==> config.mk <==
export PLATFORM = sky130hd
export DESIGN_NAME = bp_fe_fetch_buffer
export DESIGN_NICKNAME = d
export VERILOG_FILES = /design/src/rtl/bp_fe_fetch_buffer.sv
export SDC_FILE = /design/constraint.sdc
export NUM_CORES = 1
export LEC_CHECK = 0
export ABC_AREA = 1
export BUFFER_PORTS_ARGS = -buffer_cell sky130_fd_sc_hd__buf_2
export CORE_ASPECT_RATIO = 0.5
export CORE_MARGIN = 2
export CORE_UTILIZATION = 41
export DETAILED_ROUTE_END_ITERATION = 8
export PLACE_DENSITY = 0.53
export SLEW_MARGIN = 15
export SYNTH_ARGS = -nofsm -noshare
export SYNTH_HDL_FRONTEND = slang
export SYNTH_SLANG_ARGS = --single-unit
==> constraint.sdc <==
create_clock -name clk_i -period 6 [get_ports clk_i]
set_input_delay 0.6 -clock clk_i [delete_from_list [all_inputs] [get_ports clk_i]]
set_output_delay 0.6 -clock clk_i [all_outputs]
set_load 0.03 [all_outputs]
==> src/rtl/bp_fe_fetch_buffer.sv <==
// bp_fe_fetch_buffer: credit-managed instruction buffer behind the front-end I$.
// Optional BP_FE_FETCH_BUFFER_BYPASS_EN forwards an I$ return to the head while empty.
module bp_fe_fetch_buffer #(
    parameter int els_p          = 16,
    parameter int instr_width_p  = 32,
    parameter int vaddr_width_p  = 39,
    parameter int max_inflight_p = 2
) (
    input  logic                                   clk_i,
    input  logic                                   reset_i,
    input  logic                                   fetch_v_i,
    output logic                                   fetch_ready_o,
    input  logic                                   data_v_i,
    input  logic [instr_width_p-1:0]               data_i,
    input  logic [vaddr_width_p-1:0]               vaddr_i,
    input  logic                                   drop_i,
    input  logic                                   flush_i,
    output logic                                   v_o,
    output logic [vaddr_width_p+instr_width_p-1:0] data_o,
    input  logic                                   yumi_i,
    output logic [$clog2(els_p+1)-1:0]             count_o,
    output logic                                   overflow_o
);

    localparam int ptr_w   = (els_p > 1) ? $clog2(els_p) : 1;
    localparam int cnt_w   = $clog2(els_p + 1);
    localparam int inf_w   = $clog2(max_inflight_p + 1);
    localparam int entry_w = vaddr_width_p + instr_width_p;

    logic [entry_w-1:0] mem [els_p];
    logic [ptr_w-1:0]   rptr, wptr;
    logic [cnt_w-1:0]   count;
    logic [inf_w-1:0]   inflight, discard, discard_flush;
    logic               overflow;

    logic ret, absorb, live, stray, accept, enq_valid, deq, full;
    logic bypass, bypass_take, write, drop_full;
    int   stale_sum;

    function automatic logic [ptr_w-1:0] ptr_inc(input logic [ptr_w-1:0] p);
        return (int'(p) == els_p - 1) ? '0 : p + 1'b1;
    endfunction

    assign fetch_ready_o = ~reset_i & ~flush_i
                         & ((int'(count) + int'(inflight)) < els_p)
                         & (int'(inflight) < max_inflight_p);

    // Stale returns (discard > 0) are absorbed first; a return with nothing outstanding is stray.
    assign ret    = data_v_i | drop_i;
    assign absorb = ret & (discard != '0);
    assign live   = ret & (discard == '0) & (inflight != '0);
    assign stray  = ret & (discard == '0) & (inflight == '0);
    assign accept = fetch_v_i & fetch_ready_o;

    assign enq_valid = data_v_i & live & ~flush_i;
    assign deq       = yumi_i & (count != '0) & ~flush_i;
    assign full      = (count == cnt_w'(els_p));

`ifdef BP_FE_FETCH_BUFFER_BYPASS_EN
    assign bypass = enq_valid & (count == '0);
`else
    assign bypass = 1'b0;
`endif
    assign bypass_take = bypass & yumi_i;

    assign write     = enq_valid & ~bypass_take & (~full | deq);
    assign drop_full = enq_valid & full & ~deq;

    assign v_o        = (count != '0) | bypass;
    assign data_o     = bypass ? {vaddr_i, data_i} : mem[rptr];
    assign count_o    = count;
    assign overflow_o = overflow;

    always_comb begin
        stale_sum     = int'(discard) + int'(inflight) - int'(absorb | live);
        discard_flush = (stale_sum > max_inflight_p) ? inf_w'(max_inflight_p) : inf_w'(stale_sum);
    end

    always_ff @(posedge clk_i or posedge reset_i) begin
        if (reset_i) begin
            rptr     <= '0;
            wptr     <= '0;
            count    <= '0;
            inflight <= '0;
            discard  <= '0;
            overflow <= 1'b0;
        end else begin
            if (stray | drop_full)
                overflow <= 1'b1;
            if (flush_i) begin
                count    <= '0;
                rptr     <= wptr;
                inflight <= '0;
                discard  <= discard_flush;
            end else begin
                count    <= count + cnt_w'(write) - cnt_w'(deq);
                inflight <= inflight + inf_w'(accept) - inf_w'(live);
                discard  <= discard - inf_w'(absorb);
                if (write)
                    wptr <= ptr_inc(wptr);
                if (deq)
                    rptr <= ptr_inc(rptr);
            end
        end
    end

    always_ff @(posedge clk_i) begin
        if (write)
            mem[wptr] <= {vaddr_i, data_i};
    end

endmodule

==> results of run 1 <==
registers in the layout (all words and copies together), names as in the netlist:
| register | flops |
|---|---|
| rptr | 4 |
| wptr | 4 |
| overflow_o | 1 |
| discard | 2 |
| count_o | 5 |
| mem | 1136 |
| inflight | 2 |
metrics by stage:
stage / setup slack (ns) / hold WS (ns) / util / cells
2_1_floorplan: 1.18 / 0.531 / - / 4791
3_5_place_dp: 2.09 / 0.518 / 0.432 / 6376
3_3_place_gp: 2.15 / 0.507 / 0.432 / 6376
6_report: 1.71 / 0.232 / 0.461 / 6580
5_1_grt: 1.41 / 0.220 / 0.461 / 6580
4_1_cts: 1.62 / 0.179 / 0.461 / 6579
per-layer routing:
metal / global-route usage / wire (um)
met5: 0 / 13
met4: 0.0481 / 2650
met3: 0.0291 / 5910
met2: 0.332 / 59300
met1: 0.277 / 57700
where the power goes:
part           switching, mW  leakage [nW]  internal, mW  total (mW)
registers              0.132          10.4          8.90        9.03
logic                   5.46          11.5          2.04        7.50
clock network           3.03          1.68          3.80        6.83
total                   8.62          23.6          14.7        23.4
synth_stat cells:
| library cell | count |
|---|---|
| nand2_1 | 1541 |
| edfxtp_1 | 1136 |
| inv_1 | 889 |
| nand3_1 | 875 |
| buf_2 | 109 |
| clkbuf_1 | 49 |
| buf_6 | 47 |
| nor2_1 | 34 |
| buf_1 | 29 |
| ha_1 | 21 |
| dfrtp_1 | 18 |
| o21ai_0 | 9 |
| buf_4 | 6 |
| a21oi_1 | 4 |
| inv_2 | 4 |
| nand4_1 | 3 |
| xor2_1 | 3 |
| and3_1 | 2 |
| fa_1 | 2 |
| nand3b_1 | 2 |
| xnor2_1 | 2 |
| a21boi_0 | 1 |
| nand2_2 | 1 |
| nor2_2 | 1 |
| nor3_1 | 1 |
| o211ai_2 | 1 |
| or2_2 | 1 |
how the worst min path moves through the flow:
stage | from | to | slack [ns] | cells past startpoint
after floorplan | wptr[1]$_DFFE_PP0P_ | wptr[1]$_DFFE_PP0P_ | 0.53 | 2
after global placement | overflow_o$_DFFE_PP0P_ | overflow_o$_DFFE_PP0P_ | 0.51 | 2
after detailed placement | overflow_o$_DFFE_PP0P_ | overflow_o$_DFFE_PP0P_ | 0.52 | 2
after CTS | flush_i | inflight[0]$_DFF_PP0_ | 0.18 | 2
after global routing | flush_i | inflight[0]$_DFF_PP0_ | 0.22 | 2
final | flush_i | inflight[0]$_DFF_PP0_ | 0.23 | 2
critical path, stage by stage (launching register included):
cell     delay [ns]
dfrtp_4        0.74
inv_8          0.85
buf_4          0.52
nand3_1        0.13
nand3_1        0.10
nand3_1        0.10
nand2_1        0.15
buf_2          0.22
timing repair:
action,in CTS,in global routing
buffers inserted,0,0
hold buffers,1,0
hold endpoints to repair,18,0
cell families (layout without fill, tap and decap cells):
logic type | after synthesis | count (layout)
XOR/XNOR | 5 | 5
AND/OR/NAND/NOR | 2461 | 2461
AO/OA/AOI/OAI | 15 | 15
other | 0 | 1
adder cells (fa/ha/maj) | 23 | 23
flip-flops | 1154 | 1154
buffers and inverters | 1133 | 1311
area by class of cell:
| cell class | count | area (um^2) |
|---|---|---|
| clock buffers | 132 | 2810 |
| repair buffers | 216 | 1400 |
| flip-flops and latches | 1154 | 34600 |
| diodes | 1 | 2.50 |
| clock inverters | 70 | 633 |
| fillers | 11208 | 65200 |
| inverters | 893 | 3370 |
| multi-input cells | 2504 | 10900 |
| well taps | 1610 | 2010 |
==> results.txt, run 1 <==
Max clock buf depth: 3
worst r2r src: discard[1]$_DFF_PP0_
mux cell area share after synthesis: 0
DP Area: 52300 um^2
outcome: finished, final reports clean
gr ovfl total: 0
end of the critical path: data_o[4]
r2r setup slk: 2.55 ns
worst min-delay path class: in -> reg
Synth Instances: 4791
Die W: 498 um
most common cell after layout, fill and taps aside: nand2_1
clock root buffer: clkbuf_16
synth warn: 0
final hold vios: 0
Initial Util: 0.414
vias per cell: 4.89
via count: 32164
drc violations: 0
latest clock arrival within the worst-skew pair: 0.71 ns
worst reg-to-reg path cell count: 6
FF-to-FF End: mem[8][13]$_DFFE_PP_
final weighted congestion in routability-driven placement: 0.746
All-Layer GR Usage: 0.200
number of clock buffers inserted by TritonCTS: 107
IO Pins: 157
post-CTS sizing: 0
pin count of the biggest net entering global routing: 149
initial antenna violation count: 6
final setup violation count: 0
adder-cell share of the synthesized area: 0.00604
CP required: 5.40 ns
simple-gate portion of the synthesized area: 0.207
final worst-path cycle share: 0.715
post-synthesis sequential area ratio: 0.690
Site Rows: 90
die height: 251 um
detailed placement HPWL: 63200 um
DRT Pass-1 Iters: 6
Post-Syn Nets: 4892
Post-Syn Area: 50100 um^2
Max-Cap Viols: 0
Routed WL: 126000 um
antenna viol nets, final: 0
die area: 125000 um^2
Max FO, Critical Path: 139
Slew HR: 0.208
Final #Nets: 4977
share of layout cells above drive strength 1: 0.0789
fin area: 55700 um^2
mean area per synthesized cell: 10.5 um^2
most frequent cells in the layout: nand2_1 (1541), edfxtp_1 (1136), inv_1 (889)
Slew Limit Fails: 0
Setup TNS: 0 ns
vias in the first global route: 31320
share of the synthesized area in the top cell type: 0.681
biggest area consumer among synthesized cells: edfxtp_1
CTS tree: yes
pwr dens: 419 nW/um^2
largest family of logic cells by synthesized area: simple AND/OR/NAND/NOR gates
CTS Sinks: 1154
Synth Area in XOR/XNOR: 0.000874
Area growth, synth to finish: 11.2%
initial DRC count: 2560
Compound-Gate Fraction of Synth Area: 0.00170
worst clock skew: 0.0167 ns
Final min period: 4.29 ns
Lkg Pwr: 23.6 nW
Crit. End Element: output pin
Synth area leaders: edfxtp_1 (68%), nand2_1 (12%), nand3_1 (8.7%)
# port buffers: 156
RSZ-0062 raised after global routing: false
upper clock frequency limit: 0.233 GHz
Arr. time, crit path: 3.69 ns
#FFs+latches synth: 1154
first-pass GRT wire length: 191000 um
Core Box Area: 121000 um^2
crit path from: rptr[1]$_DFFE_PP0P_
peak supply drop: 0.323 mV
wire per inst: 19.1 um
Worst-path clk slew: 0.06 ns
synth unique cells: 27
CP Class: reg -> out
Power, Total: 23.4 mW
H-Tree Depth: 3
worst-margin pin slew: 1.19 ns
Critical Path Source Type: register
(Power assumes the default switching activity.)
==> run 2: changes to the inputs <==
--- a/config.mk
+++ b/config.mk
@@ -11,7 +11,7 @@
 export CORE_MARGIN = 2
 export CORE_UTILIZATION = 41
 export DETAILED_ROUTE_END_ITERATION = 8
-export PLACE_DENSITY = 0.53
+export PLACE_DENSITY = 0.56
 export SLEW_MARGIN = 15
 export SYNTH_ARGS = -nofsm -noshare
 export SYNTH_HDL_FRONTEND = slang
==> constraint.sdc (replaced) <==
create_clock -name clk_i -period 3.65 [get_ports clk_i]
set_input_delay 0.365 -clock clk_i [delete_from_list [all_inputs] [get_ports clk_i]]
set_output_delay 0.365 -clock clk_i [all_outputs]
set_load 0.03 [all_outputs]
==> results.txt, run 2 (synthesized netlist as in run 1, its figures left out) <==
Max clock buf depth: 3 (unchanged)
drc violations: 0 (unchanged)
vias in the first global route: 31970 (+2.1%)
All-Layer GR Usage: 0.200 (+0.000459)
pin count of the biggest net entering global routing: 151 (+1.3%)
# port buffers: 156 (unchanged)
Largest Register: mem
die area: 125000 um^2 (unchanged)
wire per inst: 18.9 um (-0.83%)
Routed WL: 126000 um (+0.28%)
Final #Nets: 5057 (+1.6%)
via count: 32615 (+1.4%)
Site Rows: 90 (unchanged)
initial DRC count: 2586 (+1.0%)
Core Box Area: 121000 um^2 (unchanged)
latest clock arrival within the worst-skew pair: 0.73 ns (+0.02 ns)
Slew HR: 0.310 (+0.102)
CP Class: reg -> out
Final min period: 3.41 ns
Hold-fix buffers, CTS: 53 (+52)
final hold vios: 0 (unchanged)
pre-CTS setup slack: 0.953 ns (-1.13 ns)
first-pass GRT wire length: 193000 um (+0.85%)
pwr dens: 683 nW/um^2 (+63%)
worst clock skew: 0.0212 ns (+0.00449 ns)
Arr. time, crit path: 3.05 ns (-0.64 ns)
detailed placement HPWL: 64000 um (+1.2%)
Slew Limit Fails: 0 (unchanged)
Crit. End Element: output pin
initial antenna violation count: 3 (-3)
CTS Sinks: 1154 (unchanged)
CP required: 3.28 ns (-2.12 ns)
Area growth, synth to finish: 13.6%
number of clock buffers inserted by TritonCTS: 107 (unchanged)
r2r setup slk: 0.95 ns (-1.60 ns)
RSZ-0062 raised after global routing: false
Initial Util: 0.414 (unchanged)
slowest stage cell, crit path: dfrtp_4
upper clock frequency limit: 0.293 GHz
max reg flops: 1136 (unchanged)
Worst-path clk slew: 0.07 ns (about the same)
outcome: finished, final reports clean
vias per cell: 4.90 (+0.27%)
Hold Crit Depth: 1 (-1)
max incr delay on CP: 0.62 ns (-0.23 ns)
clock root buffer: clkbuf_16
Lkg Pwr: 24.1 nW (+2.1%)
final setup violation count: 0 (unchanged)
post-CTS sizing: 0 (unchanged)
H-Tree Depth: 3 (unchanged)
CTS tree: yes
DRT Pass-1 Iters: 5 (-1)
most frequent cells in the layout: nand2_1 (1541), edfxtp_1 (1136), inv_1 (889)
sequence of cells on the critical path: inv_8, buf_12, buf_12, nand2_1, nand3_1, nand3_1, nand3_1, nand2_1, buf_2
final worst-path cycle share: 0.936
post-CTS setup buffer count: 0 (unchanged)
Die W: 498 um (unchanged)
dpl cells: 6404 (+0.44%)
worst r2r src: discard[1]$_DFF_PP0_
worst reg-to-reg path cell count: 7 (+1)
gr ovfl total: 0 (unchanged)
share of layout cells above drive strength 1: 0.0833 (+0.00439)
Max-Cap Viols: 0 (unchanged)
worst path bufs/invs: 4 (+1)
worst min-delay path class: in -> reg
peak supply drop: 0.684 mV (+110%)
worst-margin pin slew: 1.04 ns (-0.150 ns)
Max FO, Critical Path: 40 (-71%)
hold path endpoint: mem[11][31]$_DFFE_PP_
IO Pins: 157 (unchanged)
final weighted congestion in routability-driven placement: 0.759 (+1.7%)
FF-to-FF End: mem[1][25]$_DFFE_PP_
HP Start: data_i[31]
CP dominant cell by count: nand3_1
fin cells: 6654 (+1.1%)
Critical Path Source Type: register
setup ws final: 0.235 ns (-1.48 ns)
antenna viol nets, final: 0 (unchanged)
die height: 251 um (unchanged)
most common cell after layout, fill and taps aside: nand2_1
CP top delay family: buffers and inverters
==> run 2: worst max-delay path by stage <==
stage / cells past startpoint / endpoint / from / slack (ns)
4_1_cts: 9 / data_o[18] / rptr[0]$_DFFE_PP0P_ / 0.21
2_1_floorplan: 7 / mem[0][0]$_DFFE_PP_ / count_o[2]$_DFF_PP0_ / -1.17
6_report: 9 / data_o[18] / rptr[0]$_DFFE_PP0P_ / 0.24
5_1_grt: 9 / data_o[18] / rptr[0]$_DFFE_PP0P_ / 0.09
3_3_place_gp: 16 / count_o[4]$_DFF_PP0_ / count_o[2]$_DFF_PP0_ / 0.90
3_5_place_dp: 7 / mem[10][57]$_DFFE_PP_ / discard[1]$_DFF_PP0_ / 0.95
==> run 2: metal layers <==
| layer | share of wire | GRT usage |
|---|---|---|
| met1 | 0.45 | 0.276 |
| met2 | 0.48 | 0.337 |
| met3 | 0.049 | 0.0268 |
| met4 | 0.018 | 0.0468 |
| met5 | 0.00010 | 0 |
==> run 2: power breakdown <==
part | internal [mW] | switching [mW] | leakage (nW)
sequential | 14.6 | 0.144 | 10.4
combinational | 3.75 | 9.11 | 12.0
clock | 6.34 | 4.92 | 1.69
total | 24.7 | 14.2 | 24.1
==> run 2: per-stage QoR <==
stage                     area (um^2)  power (mW)  TNS [ns]  hold slack (ns)   util
final                           56900        38.9         0           0.0459  0.471
after global routing            56900        41.0         0          0.00279  0.471
after CTS                       56900        39.3         0        0.0000410  0.471
after detailed placement        52900        28.0         0            0.417  0.438
after global placement          52900        27.9         0            0.414  0.438
after floorplan                 50100        24.2  -1318.11            0.312      -
==> run 2: cell type report <==
| cell class | instances | area (um^2) |
|---|---|---|
| fillers | 10933 | 64000 |
| flip-flops and latches | 1154 | 34600 |
| multi-input cells | 2504 | 10900 |
| inverters | 893 | 3370 |
| clock buffers | 136 | 2870 |
| repair buffers | 296 | 2590 |
| well taps | 1610 | 2010 |
| clock inverters | 60 | 604 |
| diodes | 1 | 2.50 |
==> run 2: worst reg2reg max path, stage by stage, from the launching register on <==
cell     delay (ns)
dfrtp_1        0.40
nor2_1         0.24
nand3_1        0.16
nor2_2         0.15
buf_4          0.18
nand3_1        0.34
nor2_4         0.25
buf_4          0.54
